<file path="src/rtl/div_pkg.sv">
// Shared types and default widths for the divider result buffer slice.
// Tags travel alongside the non-stallable divider pipeline; results are what
// the buffer stores and presents to the consumer.
package div_pkg;

   // Default operand widths: dividend/quotient and divisor/remainder.
   localparam int DIVIDEND_W = 3;
   localparam int DIVISOR_W  = 2;

   // One tag per divider issue slot: v marks a real operand pair,
   // dbz remembers that the divisor was zero.
   typedef struct packed {
      logic v;
      logic dbz;
   } tag_t;

   // One buffered result at the default widths.
   typedef struct packed {
      logic [DIVIDEND_W-1:0] quotient;
      logic [DIVISOR_W-1:0]  remainder;
      logic                  dbz;
   } result_t;

endpackage

</file>
<file path="src/rtl/div_result_buffer_if.sv">
// Bus bundle between the operand source / divider and the result consumer.
//
// Handshake rules (both sides):
//   in_valid/in_ready   : an operand pair is taken on a rising clock edge where
//                         both are high; in_valid while in_ready is low is a
//                         dropped slot (the divider cannot stall).
//   out_valid/out_ready : the head result is consumed on a rising clock edge
//                         where both are high; out_valid and out_* hold steady
//                         until that edge. in_ready never depends on out_ready
//                         within the same cycle.
interface div_result_buffer_if #(
   parameter int DIVIDEND = div_pkg::DIVIDEND_W,
   parameter int DIVISOR  = div_pkg::DIVISOR_W
);

   // Operand side
   logic                in_valid;
   logic [DIVISOR-1:0]  in_divisor;
   logic                in_ready;

   // Divider output side
   logic [DIVIDEND-1:0] div_quotient;
   logic [DIVISOR-1:0]  div_remainder;

   // Consumer side
   logic                out_valid;
   logic                out_ready;
   logic [DIVIDEND-1:0] out_quotient;
   logic [DIVISOR-1:0]  out_remainder;
   logic                out_dbz;

   // The buffer itself
   modport slave (
      input  in_valid,
      input  in_divisor,
      output in_ready,
      input  div_quotient,
      input  div_remainder,
      output out_valid,
      input  out_ready,
      output out_quotient,
      output out_remainder,
      output out_dbz
   );

   // The environment: operand source, divider and consumer
   modport master (
      output in_valid,
      output in_divisor,
      input  in_ready,
      output div_quotient,
      output div_remainder,
      input  out_valid,
      output out_ready,
      input  out_quotient,
      input  out_remainder,
      input  out_dbz
   );

endinterface

</file>
<file path="src/rtl/div_tag_delay.sv">
// LATENCY-deep shift line of tags that mirrors the divider pipeline, so the
// tag leaving the line lines up with the divider output for the same slot.
// Also keeps a registered count of valid tags currently in the line.
module div_tag_delay
   import div_pkg::*;
#(
   parameter int LATENCY = 3,
   parameter int CNT_W   = $clog2(LATENCY + 1)
) (
   input  logic             clock,
   input  logic             reset_n,
   input  tag_t             tag_in,
   output tag_t             tag_out,
   output logic [CNT_W-1:0] inflight
);

   tag_t line [LATENCY];

   // Shift tags one stage per clock; reset discards everything in flight.
   always_ff @(posedge clock or negedge reset_n) begin
      if (!reset_n) begin
         for (int i = 0; i < LATENCY; i++) begin
            line[i] <= '0;
         end
      end else begin
         line[0] <= tag_in;
         for (int i = 1; i < LATENCY; i++) begin
            line[i] <= line[i-1];
         end
      end
   end

   assign tag_out = line[LATENCY-1];

   // Track valid tags in the line: +1 on entry, -1 when one leaves.
   always_ff @(posedge clock or negedge reset_n) begin
      if (!reset_n) begin
         inflight <= '0;
      end else begin
         case ({tag_in.v, tag_out.v})
            2'b10:   inflight <= inflight + CNT_W'(1);
            2'b01:   inflight <= inflight - CNT_W'(1);
            default: inflight <= inflight;
         endcase
      end
   end

endmodule

</file>
<file path="src/rtl/div_result_buffer.sv">
// Result buffer behind a pipelined, non-stallable divider.
// Issue slots are tagged on entry, the tag line delays them by LATENCY, and
// matching divider outputs are captured into an in-order FIFO drained over
// a valid/ready port. Credit (in_ready) counts tags in flight plus FIFO
// entries, both registered, so a capture can never find the FIFO full.
//
// Build option: define DIV_ZERO_FIX_EN to store quotient=all ones and
// remainder=0 for divide-by-zero results; otherwise the raw divider outputs
// are stored. out_dbz is reported either way.
module div_result_buffer
   import div_pkg::*;
#(
   parameter int DIVIDEND = DIVIDEND_W,
   parameter int DIVISOR  = DIVISOR_W,
   parameter int LATENCY  = 3,
   parameter int DEPTH    = 4
) (
   input  logic                clock,
   input  logic                reset_n,
   div_result_buffer_if.slave  bus
);

   localparam int PTR_W = (DEPTH > 1) ? $clog2(DEPTH) : 1;
   localparam int CNT_W = $clog2(DEPTH + 1);
   localparam int INF_W = $clog2(LATENCY + 1);
   localparam int SUM_W = $clog2(DEPTH + LATENCY + 1);

   // FIFO storage
   logic [DIVIDEND-1:0] q_mem   [DEPTH];
   logic [DIVISOR-1:0]  r_mem   [DEPTH];
   logic                dbz_mem [DEPTH];

   logic [PTR_W-1:0]    head;
   logic [PTR_W-1:0]    tail;
   logic [PTR_W-1:0]    head_nxt;
   logic [PTR_W-1:0]    tail_nxt;
   logic [CNT_W-1:0]    fifo_count;

   logic [INF_W-1:0]    inflight;
   logic [SUM_W-1:0]    outstanding;

   logic                in_ready;
   logic                out_valid;
   logic                accept;
   logic                capture;
   logic                pop;

   tag_t                tag_in;
   tag_t                tag_out;

   logic [DIVIDEND-1:0] cap_quotient;
   logic [DIVISOR-1:0]  cap_remainder;

   // Credit is computed from registered state only.
   assign outstanding = SUM_W'(fifo_count) + SUM_W'(inflight);
   assign in_ready    = (outstanding < SUM_W'(DEPTH));
   assign out_valid   = (fifo_count != '0);

   assign accept  = bus.in_valid & in_ready;
   assign pop     = out_valid & bus.out_ready;
   assign capture = tag_out.v;

   // Build the tag for this issue slot; dropped slots become empty tags.
   always_comb begin
      tag_in     = '0;
      tag_in.v   = accept;
      tag_in.dbz = accept & (bus.in_divisor == '0);
   end

   div_tag_delay #(
      .LATENCY (LATENCY),
      .CNT_W   (INF_W)
   ) u_tag_delay (
      .clock    (clock),
      .reset_n  (reset_n),
      .tag_in   (tag_in),
      .tag_out  (tag_out),
      .inflight (inflight)
   );

   // Select the data written on capture, optionally sanitising div-by-zero.
   always_comb begin
      cap_quotient  = bus.div_quotient;
      cap_remainder = bus.div_remainder;
`ifdef DIV_ZERO_FIX_EN
      if (tag_out.dbz) begin
         cap_quotient  = '1;
         cap_remainder = '0;
      end
`endif
   end

   // Pointer successors with explicit wrap at DEPTH (no power-of-two assumption).
   assign head_nxt = (head == PTR_W'(DEPTH - 1)) ? '0 : head + PTR_W'(1);
   assign tail_nxt = (tail == PTR_W'(DEPTH - 1)) ? '0 : tail + PTR_W'(1);

   // Advance pointers and the occupancy count on capture and pop.
   always_ff @(posedge clock or negedge reset_n) begin
      if (!reset_n) begin
         head       <= '0;
         tail       <= '0;
         fifo_count <= '0;
      end else begin
         if (capture) begin
            tail <= tail_nxt;
         end
         if (pop) begin
            head <= head_nxt;
         end
         case ({capture, pop})
            2'b10:   fifo_count <= fifo_count + CNT_W'(1);
            2'b01:   fifo_count <= fifo_count - CNT_W'(1);
            default: fifo_count <= fifo_count;
         endcase
      end
   end

   // Write the captured result at the tail slot.
   always_ff @(posedge clock or negedge reset_n) begin
      if (!reset_n) begin
         for (int i = 0; i < DEPTH; i++) begin
            q_mem[i]   <= '0;
            r_mem[i]   <= '0;
            dbz_mem[i] <= 1'b0;
         end
      end else if (capture) begin
         q_mem[tail]   <= cap_quotient;
         r_mem[tail]   <= cap_remainder;
         dbz_mem[tail] <= tag_out.dbz;
      end
   end

   // Present the head result; outputs read zero while the FIFO is empty.
   always_comb begin
      bus.out_quotient  = '0;
      bus.out_remainder = '0;
      bus.out_dbz       = 1'b0;
      if (out_valid) begin
         bus.out_quotient  = q_mem[head];
         bus.out_remainder = r_mem[head];
         bus.out_dbz       = dbz_mem[head];
      end
   end

   assign bus.in_ready  = in_ready;
   assign bus.out_valid = out_valid;

   // Credit accounting must keep every capture inside the FIFO.
   capture_fits: assert property (@(posedge clock) disable iff (!reset_n)
      capture |-> (fifo_count < CNT_W'(DEPTH)));

endmodule
</file>
<file path="src/flat_wrapper.sv">
// flat-port wrapper written by rule: the top's interface ports become plain ports
module div_result_buffer_flat import div_pkg::*;
#(
   parameter int DIVIDEND = DIVIDEND_W,
   parameter int DIVISOR  = DIVISOR_W,
   parameter int LATENCY  = 3,
   parameter int DEPTH    = 4
)
  (clock, reset_n, bus_in_valid, bus_in_divisor, bus_in_ready, bus_div_quotient, bus_div_remainder, bus_out_valid, bus_out_ready, bus_out_quotient, bus_out_remainder, bus_out_dbz);
  div_result_buffer_if #(.DIVIDEND(DIVIDEND), .DIVISOR(DIVISOR)) bus_i ();
  input  logic clock;
  input  logic reset_n;
  input wire logic [$bits(bus_i.in_valid)-1:0] bus_in_valid;
  input wire logic [$bits(bus_i.in_divisor)-1:0] bus_in_divisor;
  output wire logic [$bits(bus_i.in_ready)-1:0] bus_in_ready;
  input wire logic [$bits(bus_i.div_quotient)-1:0] bus_div_quotient;
  input wire logic [$bits(bus_i.div_remainder)-1:0] bus_div_remainder;
  output wire logic [$bits(bus_i.out_valid)-1:0] bus_out_valid;
  input wire logic [$bits(bus_i.out_ready)-1:0] bus_out_ready;
  output wire logic [$bits(bus_i.out_quotient)-1:0] bus_out_quotient;
  output wire logic [$bits(bus_i.out_remainder)-1:0] bus_out_remainder;
  output wire logic [$bits(bus_i.out_dbz)-1:0] bus_out_dbz;
  assign bus_i.in_valid = bus_in_valid;
  assign bus_i.in_divisor = bus_in_divisor;
  assign bus_in_ready = bus_i.in_ready;
  assign bus_i.div_quotient = bus_div_quotient;
  assign bus_i.div_remainder = bus_div_remainder;
  assign bus_out_valid = bus_i.out_valid;
  assign bus_i.out_ready = bus_out_ready;
  assign bus_out_quotient = bus_i.out_quotient;
  assign bus_out_remainder = bus_i.out_remainder;
  assign bus_out_dbz = bus_i.out_dbz;
  div_result_buffer #(.DIVIDEND(DIVIDEND), .DIVISOR(DIVISOR), .LATENCY(LATENCY), .DEPTH(DEPTH)) u_core (.clock(clock), .reset_n(reset_n), .bus(bus_i));
endmodule
</file>
<file path="config.mk">
export PLATFORM = sky130hd
export DESIGN_NAME = div_result_buffer_flat
export DESIGN_NICKNAME = d
export VERILOG_FILES = /design/src/rtl/div_pkg.sv /design/src/rtl/div_result_buffer_if.sv /design/src/rtl/div_tag_delay.sv /design/src/rtl/div_result_buffer.sv /design/src/flat_wrapper.sv
export SDC_FILE = /design/constraint.sdc
export NUM_CORES = 1
export LEC_CHECK = 0
export BUFFER_PORTS_ARGS = -buffer_cell sky130_fd_sc_hd__buf_2
export CORE_ASPECT_RATIO = 0.75
export CORE_MARGIN = 1
export CORE_UTILIZATION = 45
export CTS_CLUSTER_SIZE = 24
export DETAILED_ROUTE_END_ITERATION = 10
export GPL_ROUTABILITY_DRIVEN = 0
export PLACE_DENSITY = 0.69
export SLEW_MARGIN = 20
export SYNTH_ARGS = -nofsm -noshare
export SYNTH_HDL_FRONTEND = slang
export SYNTH_SLANG_ARGS = --single-unit
</file>
<file path="constraint.sdc">
create_clock -name clock -period 2.82 [get_ports clock]
set_input_delay 0.564 -clock clock [delete_from_list [all_inputs] [get_ports clock]]
set_output_delay 0.564 -clock clock [all_outputs]
set_load 0.01 [all_outputs]
</file>
== Yosys cells after proc, flatten, opt, wreduce, memory -nomap -nowiden ==
Index checks and enable logic that the tools add are counted.
Storage, ports and cells
  flip-flop bits (word level): 39
  bits of input ports: 11
  output and inout port bits: 8
  logic and storage cells: 74
Operators by class
  $add $sub $neg: 7
  magnitude comparators: 4
  equal/unequal tests: 6
  multiplexer cells: 25
  bitwise operators: 5
  reduce and logical (&&, ||, !) cells: 5
Operators by type and width (count)
  $bwmux W12: 1
  $mux W2: 6
  $mux W3: 4
  $bwmux W8: 1
  $eq A2 B2 Y1 const B: 4
  $add A2 B1 Y2 const B: 3
  $bmux W3 S2: 1
  $demux W3 S2: 1
  $ge A3 B3 Y1 const B: 2
  $not A2 Y3: 2
  $pmux W3 S2: 1
  $bmux W2 S2: 1
  $bwmux W4: 1
  $demux W2 S2: 1
  $eq A2 B1 Y1 const B: 2
  $mux W1: 4
  $pmux W2 S2: 1
  $reduce_bool A2 Y1: 2
  $add A3 B1 Y3 const B: 1
  $add A3 B2 Y3: 1
  $and A1 B1 Y1: 3
  $lt A3 B1 Y1 const B: 1
  $lt A3 B3 Y1 const B: 1
  $reduce_bool A3 Y1: 1
  6 further kinds: 6

== Longest topological paths before layout ==
Gate-level depths: netlist of the first run.
  depth after elaboration: 6
  mapped depth: 9
  mapped depth without buffers: 8

== Cells and area by module ==
Synthesis of the first run repeated with hierarchy kept, for this count alone.
Second synthesis, totals
  cells, all modules: 123
  area total of the unflattened synthesis: 1795.5 um2
Modules (own cells, without submodules)
  div_result_buffer: times used 1, cells each 107, area each 1534.0 um2
  div_tag_delay: times used 1, cells each 16, area each 261.5 um2

== Worst setup path after synthesis of the first run ==
Ideal clock, no wire load.
  path kind: register -> register
  from: reg u_core.fifo_count[0]
  to: reg u_core.fifo_count[2]
  setup time: 0.125 ns
  data arrival time: 1.788 ns
  required time: 2.695 ns
  slack: 0.907 ns
  stages on the path, launching flop included: 10
  period minus slack after synthesis: 1.913 ns
  cell sequence: dfrtp_1 > or3_1 > buf_6 > and2_4 > ha_1 > inv_1 > fa_1 > xor2_1 > nor2_1 > xor2_1
On the way
  longest elaborated chain between the ends: 4
  elaborated cells on any way between the ends: 8
RTL lines
  start: declaration: RTL line div_result_buffer.sv:37  | logic [CNT_W-1:0] fifo_count;
  start signal: assignment: RTL line div_result_buffer.sv:111  | 2'b10: fifo_count <= fifo_count + CNT_W'(1);
  start signal: assignment: RTL line div_result_buffer.sv:112  | 2'b01: fifo_count <= fifo_count - CNT_W'(1);
  start signal: assignment: RTL line div_result_buffer.sv:113  | default: fifo_count <= fifo_count;
  $reduce_bool A3 Y1 (*): RTL line div_result_buffer.sv:57  | assign out_valid = (fifo_count != '0);
  net bus_out_valid: RTL line flat_wrapper.sv:18  | output wire logic [$bits(bus_i.out_valid)-1:0] bus_out_valid;
  $and A1 B1 Y1 (*): RTL line div_result_buffer.sv:60  | assign pop = out_valid & bus.out_ready;
  net u_core.pop: RTL line div_result_buffer.sv:46  | logic pop;
  $eq A2 B1 Y1 or $eq A2 B2 Y1 (tied branches): RTL line div_result_buffer.sv:110  | case ({capture, pop})
  $pmux W3 S2 or $reduce_bool A2 Y1 (tied branches)
Mark *: on every way through the listed nets, which the timed path passes. The rest lies on a longest branch.
A chain may end at the register's enable or synchronous reset.

== Worst setup path in the final report of the first run ==
  from: reg u_core.head[0]
  to: out bus_out_quotient[2]
On the way
  longest elaborated chain between the ends: 5
RTL lines
  start: declaration: RTL line div_result_buffer.sv:33  | logic [PTR_W-1:0] head;
  start signal: assignment: RTL line div_result_buffer.sv:108  | head <= head_nxt;
  $not A2 Y3 (not written as such): RTL line div_result_buffer.sv:139  | bus.out_quotient = q_mem[head];
  $bmux W3 S2: RTL line div_result_buffer.sv:139
  $mux W3 (not written as such) (2 in a row): RTL line div_result_buffer.sv:139
  $mux W3: RTL line div_result_buffer.sv:138  | if (out_valid) begin
  end: declaration: RTL line flat_wrapper.sv:20  | output wire logic [$bits(bus_i.out_quotient)-1:0] bus_out_quotient;
No other way between the ends. The select of a mux whose other input is x is not followed.

==> results.ini, run 1 <==
[clock_network]
ctsLongestPathBuffers = 2
h-tree-depth = 2
numCtsBuffers = 5
hold_buffers = 0
post_cts_buffers = 0
clk_pin_slew_ns = 0.08
root_buffer = clkbuf_8
clk_latency_ns = 0.30
clock-sinks = 39
cts_tree = yes
post_cts_resized = 0

[power_and_ir_drop]
powerDensity_nw_per_um2 = 1243
ir_worst_vdd_mv = 0.6111
power_mw = 2.518
leakage_nw = 0.9430

[timing]
setup_viol = 0
worst_clock_skew_ns = 0.004982
fin_crit_ns = 2.394
final_hold_viol_count = 0
max_freq_mhz = 417.7
fin_crit_sh_pct = 84.90
tns_ns = 0
slew_violations = 0
rsz0062_at_grt = no
hold_slack_ns = 0.3514
maxSlewHeadroom_pct = 42.26
worst_pin_slew_ns = 0.8662

[place]
place_inst = 188
place.port_buffers = 18
dp_hpwl_um = 2142
placed_area_sq_um = 1913

[worst_setup_path]
r2r_end = u_core.fifo_count[1]
r2r_start = u_core.fifo_count[0]
cp_cell_sequence = mux4_2 > and2_2 > buf_2
start_kind = register
cp.arrival_ns = 1.83
cpPeakStageDelay_ns = 0.64
cp_slowest_cell = dfrtp_1
cp_top_family = flip-flops
critPathRequiredTime_ns = 2.26
rrSetupSlack_ns = 0.73
cp-end-kind = primary output
cp_max_fo = 9
r2r_cells = 6
critical_path_class = reg2out
crit_buf_inv = 1

[synthesis]
syn-cell-area_sq_um = 1778
syn_nets = 141
avgSynthCellArea_sq_um = 14.69
syn_inst = 121
ys_ff_latch = 39
async_flop_share_pct = 100.0
ys_types = 22
ys_seq_area_share_pct = 54.89
yosys_warnings = 0
synth-edff-count = 0
synthFlopType = dfrtp_1

[min_path]
hold_depth = 0
hp-class = reg2reg
holdPathEnd = u_core.u_tag_delay.tag_out[0]
min_from = u_core.u_tag_delay.line[2]

[layout]
syn2layout_area_growth_pct = 13.93
drive_gt1_share_pct = 45.14
antenna_cells = 0
nets = 163
stdcell_count = 196
most-common-layout-cells = 39 x dfrtp_1, 24 x mux2_2, 18 x buf_2
fin_area_sq_um = 2026
mostFrequentLayoutCell = dfrtp_1

[global_routing]
grt_usage_pct = 17.34
grt_pass1_wl_um = 5085
antenna_found_initial = 0
grt.overflow.total = 0
first_global_vias = 1063
grt_max_degree = 40

[flow_run]
drv_cap = 0

[floorplan]
design.portCount = 19
die_area_sq_um = 4209
initial_core_util_pct = 47.94
die-width_um = 74.58
fp.dieH_um = 56.44
core-area_sq_um = 3709
row_count = 19

[detailed_routing]
postRouteAntennaNets = 0
post-route-drc-count = 0
dr_total_vias = 996
wirelength_um = 2988
met3_length_um = 85
drt_iter0_drc = 50
dr.pass1.iters = 4
vias_per_cell = 5.082
wl_met1_um = 1401
topRoutingLayerUsed = met4
met2_length_um = 1427
wl_per_cell_um = 15.24

[outcome]
outcome = complete, no violations

## power breakdown
| part | internal [mW] | leakage, nW | switching (mW) |
|---|---|---|---|
| Clock | 0.263 | 0.0581 | 0.203 |
| Sequential | 0.831 | 0.475 | 0.209 |
| Combinational | 0.610 | 0.410 | 0.401 |
| Total | 1.70 | 0.943 | 0.814 |
## registers in the layout, indices dropped and copies added (netlist names)
register,cells
u_core.dbz_mem,4
u_core.fifo_count,3
u_core.head,2
u_core.q_mem,12
u_core.r_mem,8
u_core.tail,2
u_core.u_tag_delay.inflight,2
u_core.u_tag_delay.line,4
u_core.u_tag_delay.tag_out,2
## cells by family after synthesis
family / after synthesis / share of synthesized area, %
AO/OA/AOI/OAI: 3 / 0.9151
flip-flops: 39 / 54.89
AND/OR/NAND/NOR: 21 / 6.545
multiplexers: 33 / 25.05
adder cells (fa/ha/maj): 9 / 6.756
buffers and inverters: 9 / 2.392
XOR/XNOR: 7 / 3.448
## per-stage QoR
stage	setup slack [ns]	util, %
floorplan	0.9065	-
global placement	0.7572	51.59
detailed placement	0.7058	51.59
CTS	0.3771	54.62
global route	0.3125	54.62
finish	0.4259	54.62
## cells in the mapped netlist, types with 2 or more instances
cell / instances / area (sq um)
mux2_2: 24 / 270.3
o21ai_0: 2 / 10.01
inv_1: 6 / 22.52
dfrtp_1: 39 / 975.9
and2_2: 6 / 45.04
mux4_2: 6 / 135.1
xnor2_1: 3 / 26.28
nor2_1: 4 / 15.01
xor2_1: 4 / 35.03
or3_1: 2 / 12.51
ha_1: 8 / 100.1
mux2_4: 2 / 30.03
nand2_1: 6 / 22.52
## worst register-to-register path, cell delays in order (launching register included)
cell and delay, ns:
dfrtp_1 0.43, or3_1 0.51, and2_4 0.24, ha_1 0.20
inv_1 0.08, fa_1 0.41, mux2i_1 0.14
## metal layers
| layer | up-vias | global-route usage, % |
|---|---|---|
| met5 | - | 0 |
| met4 | 0 | 9.973 |
| met3 | 9 | 4.488 |
| met2 | 15 | 24.45 |
| met1 | 514 | 24.04 |
| li1 | 458 | - |
## worst max path at each step
| stage | start | cells after the start | end |
|---|---|---|---|
| after floorplan | u_core.fifo_count[0] | 9 | u_core.fifo_count[2] |
| after global placement | u_core.head[0] | 3 | bus_out_remainder[1] |
| after global routing | u_core.head[0] | 3 | bus_out_dbz |
| after detailed placement | u_core.head[0] | 3 | bus_out_quotient[2] |
| after CTS | u_core.head[0] | 3 | bus_out_quotient[2] |
| final | u_core.head[0] | 3 | bus_out_quotient[2] |
## cell type report
class / count / area (sq um)
clock inverters: 3 / 43.79
fillers: 318 / 1683
repair buffers: 18 / 90.09
inverters: 6 / 22.52
flip-flops and latches: 39 / 975.9
clock buffers: 5 / 68.82
well taps: 52 / 65.06
multi-input cells: 73 / 759.5
(Power assumes the default switching activity.)
==> inputs of run 2 (changes only) <==
PLACE_DENSITY = 0.71   (was 0.69)
clock period = 1.9 ns   (was 2.82 ns; I/O delays follow)
==> results.ini, run 2 (synthesis results as in run 1) <==
[layout]
drive_gt1_share_pct = 53.29  ; was 45.14%
top_regs = u_core.q_mem x12, u_core.r_mem x8  ; unchanged
mostFrequentLayoutCell = dfrtp_1  ; unchanged
syn2layout_area_growth_pct = 23.08  ; was 13.93%
most-common-layout-cells = 38 x dfrtp_1, 24 x mux2_2, 11 x buf_2  ; was 39 x dfrtp_1, 24 x mux2_2, 18 x buf_2
antenna_cells = 0  ; unchanged
final_util_pct = 59.01  ; was 54.62%
largest_reg_flops = 12  ; unchanged
stdcell_count = 204  ; was 196
nets = 171  ; was 163
regMostFlops = u_core.q_mem  ; unchanged

[worst_setup_path]
cp.arrival_ns = 1.64  ; was 1.83 ns
critPathRequiredTime_ns = 1.52  ; was 2.26 ns
critical_path_class = reg2out  ; unchanged
cp-end-kind = primary output  ; unchanged
cp_cell_sequence = ha_1 > a31oi_1 > xor2_1 > buf_4 > buf_6  ; was mux4_2 > and2_2 > buf_2
cp_max_fo = 3  ; was 9
r2r_start = u_core.fifo_count[1]  ; was u_core.fifo_count[0]
start_kind = register  ; unchanged
cp_slowest_cell = dfrtp_1  ; unchanged
critPathLaunch = u_core.fifo_count[1]  ; was u_core.head[0]
cpPeakStageDelay_ns = 0.41  ; was 0.64 ns

[floorplan]
core-area_sq_um = 3709  ; unchanged
row_count = 19  ; unchanged
initial_core_util_pct = 47.94  ; unchanged
die_area_sq_um = 4209  ; unchanged
fp.dieH_um = 56.44  ; unchanged
die-width_um = 74.58  ; unchanged
design.portCount = 19  ; unchanged

[detailed_routing]
post-route-drc-count = 0  ; unchanged
dr.pass1.iters = 4  ; unchanged
dr_total_vias = 1035  ; was 996
wirelength_um = 3293  ; was 2988 um
wl_per_cell_um = 16.14  ; was 15.24 um
drt_iter0_drc = 18  ; was 50
postRouteAntennaNets = 0  ; unchanged
vias_per_cell = 5.074  ; was 5.082

[place]
dp_hpwl_um = 2305  ; was 2142 um
place_inst = 193  ; was 188
place.port_buffers = 18  ; unchanged

[global_routing]
grt_max_degree = 40  ; unchanged
grt_usage_pct = 18.50  ; was 17.34%
grt_pass1_wl_um = 5244  ; was 5085 um
antenna_found_initial = 0  ; unchanged
first_global_vias = 1109  ; was 1,063
grt.overflow.total = 0  ; unchanged

[clock_network]
clk_pin_slew_ns = 0.08  ; about the same
cts_tree = yes  ; unchanged
hold_buffers = 0  ; unchanged
clk_latency_ns = 0.30  ; about the same
h-tree-depth = 2  ; unchanged
ctsLongestPathBuffers = 2  ; unchanged
root_buffer = clkbuf_8  ; unchanged
clock-sinks = 39  ; unchanged
numCtsBuffers = 5  ; unchanged

[power_and_ir_drop]
leakage_nw = 1.014  ; was 0.9430 nW
ir_worst_vdd_mv = 1.454  ; was 0.6111 mV
powerDensity_nw_per_um2 = 2017  ; was 1243 nW/um^2

[outcome]
outcome = finished with violations  ; was complete, no violations
failed_checks = negative setup slack

[timing]
worst_clock_skew_ns = 0.006270  ; was 0.004982 ns
final_hold_viol_count = 0  ; unchanged
fin_crit_ns = 2.019
fin_crit_sh_pct = 106.3
maxSlewHeadroom_pct = 68.19  ; was 42.26%
worst_pin_slew_ns = 0.4771  ; was 0.8662 ns
tns_ns = -0.5485  ; was 0 ns
slew_violations = 0  ; unchanged
rsz0062_at_grt = yes  ; was no
max_freq_mhz = 495.3
setup_viol = 8  ; was 0
layout_setup_ws_ns = -0.1191  ; was 0.4259 ns

[min_path]
hp-class = in2async  ; was reg2reg

[flow_run]
drv_cap = 0  ; unchanged

## run 2: cell count changes in the layout (fill, tap and decap cells not counted), sizes merged
cell | before | now
buf | 18 | 26
clkbuf | 5 | 6
clkinv | 2 | 1
## run 2: worst paths after layout
path,endpoint,slack (ns),cells after the start
setup reg to reg,u_core.u_tag_delay.inflight[1],-0.03,9
hold reg to reg,u_core.u_tag_delay.tag_out[0],0.35,0
setup / recovery,bus_in_ready,-0.12,5
min in group clock,u_core.u_tag_delay.line[5],0.35,2
hold / removal,u_core.r_mem[4],0.12,2
max in group asynchronous,u_core.head[0],1.42,2
## run 2: layer usage
metal	GRT usage, %	vias up	wire, um	share of wire (%)
met4	11.32	0	80	2.4
met3	5.386	8	135	4.1
met1	21.83	527	1416	43
li1	-	477	-	-
met2	29.47	23	1661	50
met5	0	-	0	0
## run 2: worst max-delay path, delay by kind of cell, from the launching register on
family,cells,cell delay [ns]
compound gates,1,0.17
buf+inv,2,0.25
flops,1,0.41
xor+xnor,1,0.23
fa+ha+maj,1,0.28
## run 2: stage by stage
stage	setup WS, ns	total power [mW]	area [sq um]	hold WS (ns)
after floorplan	0.001859	2.707	1793	0.08441
after global placement	0.05005	3.106	1966	0.3318
after detailed placement	0.02873	3.238	1966	0.3347
after CTS	-0.1124	4.353	2158	0.1310
after global routing	-0.2057	4.706	2188	0.1763
final	-0.1191	4.414	2188	0.1246
## run 2: area by class of cell
type	instances	area, sq um
Clock inverter	2	35.03
Multi-Input combinational cell	73	812.0
Inverter	6	22.52
Fill cell	316	1520
Sequential cell	39	977.2
Timing Repair Buffer	26	193.9
Tap cell	52	65.06
Clock buffer	6	82.58
## run 2: repair_timing
action                                  CTS  global route
setup buffers                             3             0
pin swaps                                 8             4
gates resized for setup                  14             6
endpoints found under the setup margin    7             9
## run 2: where the power goes
part           total [mW]  leakage, nW  internal (mW)  switching (mW)
logic                2.15        0.480           1.37           0.778
registers            1.55        0.474           1.24           0.316
clock network       0.712       0.0612          0.425           0.288
total                4.41         1.01           3.03            1.38
